<file path="config.mk">
export PLATFORM = sky130hd
export DESIGN_NAME = sat_window_stats
export DESIGN_NICKNAME = d
export VERILOG_FILES = /design/src/rtl/sat_window_stats.sv
export SDC_FILE = /design/constraint.sdc
export NUM_CORES = 1
export LEC_CHECK = 0
export BUFFER_PORTS_ARGS = -buffer_cell sky130_fd_sc_hd__buf_2
export CORE_UTILIZATION = 35
export DETAILED_ROUTE_END_ITERATION = 12
export GPL_ROUTABILITY_DRIVEN = 0
export PLACE_DENSITY_LB_ADDON = 0.1
export SKIP_LAST_GASP = 1
export SYNTH_ARGS = -nofsm -noshare
export SYNTH_HDL_FRONTEND = slang
export SYNTH_SLANG_ARGS = --single-unit
</file>
<file path="constraint.sdc">
create_clock -name clk -period 3.7 [get_ports clk]
set_input_delay 0.185 -clock clk [delete_from_list [all_inputs] [get_ports clk]]
set_output_delay 0.185 -clock clk [all_outputs]
set_load 0.02 [all_outputs]
</file>
<file path="src/rtl/sat_window_stats.sv">
// Windowed sum / max / overflow-count collector with a single-entry valid/ready result register.
// Max tracking is built only when SAT_STATS_MAX_EN is defined; otherwise res_max is tied to 0.
module sat_window_stats #(
   parameter int unsigned DATA_W = 4,
   parameter int unsigned WINDOW = 8,
   parameter int unsigned CNT_W  = $clog2(WINDOW + 1),
   parameter int unsigned SUM_W  = DATA_W + $clog2(WINDOW)
) (
   input  logic              clk,
   input  logic              rst_n,
   input  logic [DATA_W-1:0] in_data,
   input  logic              in_valid,
   input  logic              in_ovf,
   input  logic              flush,
   output logic              res_valid,
   input  logic              res_ready,
   output logic [SUM_W-1:0]  res_sum,
   output logic [DATA_W-1:0] res_max,
   output logic [CNT_W-1:0]  res_ovf_cnt,
   output logic [CNT_W-1:0]  res_cnt,
   output logic              drop
);

   typedef enum logic {EMPTY, FULL} state_t;

   state_t            state_q, state_d;
   logic [SUM_W-1:0]  acc_sum_q, acc_sum_d, win_sum;
   logic [CNT_W-1:0]  acc_ovf_q, acc_ovf_d, win_ovf;
   logic [CNT_W-1:0]  acc_cnt_q, acc_cnt_d, win_cnt;
   logic [SUM_W-1:0]  res_sum_q, res_sum_d;
   logic [CNT_W-1:0]  res_ovf_q, res_ovf_d;
   logic [CNT_W-1:0]  res_cnt_q, res_cnt_d;
   logic              drop_q, drop_d;
   logic              close;
   logic              load;

   // win_* are the window totals including the sample arriving this cycle.
   always_comb begin
      win_sum = acc_sum_q;
      win_ovf = acc_ovf_q;
      win_cnt = acc_cnt_q;
      if (in_valid) begin
         win_sum = acc_sum_q + SUM_W'(in_data);
         win_ovf = acc_ovf_q + CNT_W'(in_ovf);
         win_cnt = acc_cnt_q + CNT_W'(1);
      end
      close = (in_valid && (win_cnt == CNT_W'(WINDOW))) || (flush && (win_cnt != '0));
      load  = close && ((state_q == EMPTY) || res_ready);

      acc_sum_d = close ? '0 : win_sum;
      acc_ovf_d = close ? '0 : win_ovf;
      acc_cnt_d = close ? '0 : win_cnt;

      res_sum_d = load ? win_sum : res_sum_q;
      res_ovf_d = load ? win_ovf : res_ovf_q;
      res_cnt_d = load ? win_cnt : res_cnt_q;
      drop_d    = close && !load;
   end

   always_ff @(posedge clk or negedge rst_n) begin
      if (!rst_n) begin
         state_q   <= EMPTY;
         acc_sum_q <= '0;
         acc_ovf_q <= '0;
         acc_cnt_q <= '0;
         res_sum_q <= '0;
         res_ovf_q <= '0;
         res_cnt_q <= '0;
         drop_q    <= 1'b0;
      end else begin
         state_q   <= state_d;
         acc_sum_q <= acc_sum_d;
         acc_ovf_q <= acc_ovf_d;
         acc_cnt_q <= acc_cnt_d;
         res_sum_q <= res_sum_d;
         res_ovf_q <= res_ovf_d;
         res_cnt_q <= res_cnt_d;
         drop_q    <= drop_d;
      end
   end

   // A close while FULL keeps FULL whether it was a handover or a drop.
   always_comb begin
      state_d = state_q;
      case (state_q)
         EMPTY:   if (close) state_d = FULL;
         FULL:    if (!close && res_ready) state_d = EMPTY;
         default: state_d = EMPTY;
      endcase
   end

   always_comb begin
      res_valid   = (state_q == FULL);
      res_sum     = res_sum_q;
      res_ovf_cnt = res_ovf_q;
      res_cnt     = res_cnt_q;
      drop        = drop_q;
   end

`ifdef SAT_STATS_MAX_EN
   logic [DATA_W-1:0] acc_max_q, acc_max_d, win_max;
   logic [DATA_W-1:0] res_max_q, res_max_d;

   always_comb begin
      win_max   = (in_valid && (in_data > acc_max_q)) ? in_data : acc_max_q;
      acc_max_d = close ? '0 : win_max;
      res_max_d = load ? win_max : res_max_q;
   end

   always_ff @(posedge clk or negedge rst_n) begin
      if (!rst_n) begin
         acc_max_q <= '0;
         res_max_q <= '0;
      end else begin
         acc_max_q <= acc_max_d;
         res_max_q <= res_max_d;
      end
   end

   assign res_max = res_max_q;
`else
   assign res_max = '0;
`endif

endmodule

</file>
==> results.toml <==
[outcome]
status = "complete, no violations"

[finish]
drive_gt1_frac = 0.192
multiInputGateArea_sq_um = 676
n_antenna_cell = 0
fill_cells = 449
final-seq-area_sq_um = 801
syn2layout_area_growth_pct = 13.8
finalNetCount = 189
postLayoutCellArea_sq_um = 1840

[clocking]
cts_sinks = 32
insertion_delay_ns = 0.28
htreeDepth = 2
cts_setup_buffers = 0
cts_buffer_depth = 2
clock-root-buffer = "clkbuf_8"
clk_pin_slew_ns = 0.07
cts_tree = "built"
cts_buffers = 5

[critical_path]
end_kind = "flip-flop"
cpPeakStageDelay_ns = 0.79
critPathKind = "reg2reg"
crit_top_cell = "o31a_1"
critical-path-slowest-cell = "o31a_1"
cp-start-kind = "flip-flop"
cp.required_ns = 3.86
critPathTopFamily = "compound AO/OA/AOI/OAI gates"
path_cells = "ha_1 -> xnor2_1 -> a31oi_1 -> o31a_1 -> o31a_1 -> mux2_1"
cp_max_fo = 15
arrival_ns = 2.75
cp_num_buf_inv = 0

[route]
wl_per_cell_um = 13.2
antenna_left = 0
first_iter_violations = 48
drc = 0
wl_um = 2950
drtPass1Iterations = 4
vias = 1066
vias_per_cell = 4.76

[pwr]
pwr-share-comb = 0.334
p_per_area_nw_per_um2 = 626
power.net_switching_mw = 0.408
vdd_drop_max_uv = 247
p_int_mw = 0.741
switching_share = 0.355
p_seq_frac = 0.426
p_leak_nw = 0.953
clkPwrFrac = 0.240

[yosys]
synth_cell_types = 31
ys_warn_count = 0
seq_area_frac_synth = 0.497
synth-async-reset-ratio = 1.00
netlist_area_sq_um = 1610
synthCells = 144
synth_top_area_cell = "dfrtp_1"
syn-mean-instance-area_sq_um = 11.2
synth_top_flop_cell = "dfrtp_1"
yosys_register_bits = 32
synth_edf_count = 0
netlist.area_leader.share = 0.497
synthTopCellsByArea = "dfrtp_1 (50%), mux2i_1 (12%), ha_1 (5.4%)"

[floorplanning]
core_sq_um = 4380
die_w_um = 69.9
num_rows = 24
start_util = 0.368
dieArea_sq_um = 4880
io_pins = 31
die_y_um = 69.9

[grt]
grt_pass1_wl_um = 5240
grt_util_all_layers = 0.139
antenna_found_initial = 0
grt_max_degree = 33
grt_pass1_vias = 1192
overflow = 0

[sta]
fmax_mhz = 386
slew_viol_final = 0
clock_skew_ns = 0.00434
rsz0062_at_grt = "false"
min_period_ns = 2.59
finalSetupTns_ns = 0
hold_viol_final = 0
setup_viol = 0
worst_pin_slew_ns = 0.961
period_share = 0.700
slew-limit-headroom = 0.360

[job]
timing.max_cap.violations = 0

[placed_design]
placed_area_sq_um = 1740
portBuffers = 26
hpwl_um = 1990

[hold_path]
hp-class = "in2reg"
## cells by family after synthesis
| kind of cell | count (synthesis) | share of synthesized area |
|---|---|---|
| flip-flops | 32 | 0.497 |
| AND/OR/NAND/NOR | 33 | 0.104 |
| AO/OA/AOI/OAI | 10 | 0.0419 |
| adder cells (fa/ha/maj) | 8 | 0.0667 |
| multiplexers | 21 | 0.132 |
| other | 1 | 0.00233 |
| buffers and inverters | 27 | 0.0915 |
| XOR/XNOR | 12 | 0.0652 |
## metrics by stage
| stage | std cells | hold WS (ns) | setup slack, ns | utilization | power [mW] |
|---|---|---|---|---|---|
| 6_report | 224 | 0.109 | 1.11 | 0.419 | 1.15 |
| 5_1_grt | 224 | 0.108 | 0.976 | 0.419 | 1.23 |
| 4_1_cts | 224 | 0.0938 | 1.12 | 0.419 | 1.17 |
| 3_5_place_dp | 215 | 0.305 | 1.13 | 0.396 | 0.886 |
| 3_3_place_gp | 215 | 0.285 | 1.23 | 0.396 | 0.876 |
| 2_1_floorplan | 147 | -0.111 | 1.65 | - | 0.781 |
## Yosys cell counts (all sizes together), types with 3 or more instances
cell type  number
nor2           15
dfrtp          32
mux2i          19
nand2           3
xor2            6
buf             9
nor3            3
xnor2           6
inv            17
ha              7
## registers in the layout (all words and copies together) (netlist names)
register,cells
res_ovf_cnt,4
drop,1
acc_ovf_q,4
acc_cnt_q,4
res_valid,1
res_cnt,4
acc_sum_q,7
res_sum,7
## layout make-up
cell class	instances	area share
Multi-Input combinational cell	88	0.368
Sequential cell	32	0.436
Clock buffer	8	0.0491
Inverter	17	0.0348
Tap cell	52	0.0354
Timing Repair Buffer	27	0.0763
## cell usage in the layout (no fill, tap or decap), types with 3 or more instances in the layout
master	netlist	routed
nor3_1	3	3
ha_1	7	7
nand2_1	3	3
xor2_1	6	6
mux2i_1	19	19
xnor2_1	6	6
nor2_1	15	15
inv_1	17	17
clkbuf_8	0	6
dfrtp_1	32	32
conb_1	1	4
buf_2	1	26
## layer usage
metal	part of all wire	vias up	global-route usage
li1	-	513	-
met1	0.47	522	0.164
met2	0.47	26	0.216
met3	0.053	5	0.0577
met4	0.013	0	0.0711
met5	0	-	0
## power groups by stage
stage               Sequential (mW)  Combinational [mW]  Clock, mW
CTS                           0.491               0.392      0.291
floorplan                     0.558               0.223          0
global route                  0.502               0.429      0.303
global placement              0.494               0.383          0
finish                        0.490               0.384      0.275
detailed placement            0.498               0.388          0
## path summary, 6_finish.rpt
kind                              startpoint      endpoint  slack, ns  cells after the start
max in group asynchronous              rst_n  acc_sum_q[3]       2.71                      2
min in group asynchronous              rst_n    res_cnt[0]       0.51                      2
worst max-delay path            acc_cnt_q[0]    res_sum[1]       1.11                      6
worst min register to register    res_sum[1]    res_sum[1]       0.48                      1
worst max register to register  acc_cnt_q[0]    res_sum[1]       1.11                      6
worst min-delay path                   flush  acc_cnt_q[0]       0.11                      2
## repair_timing
action | CTS | global route
gates resized for setup | 0 | 0
endpoints found under the hold margin | 32 | 0
hold buffers | 1 | 0
(Power assumes the default switching activity.)
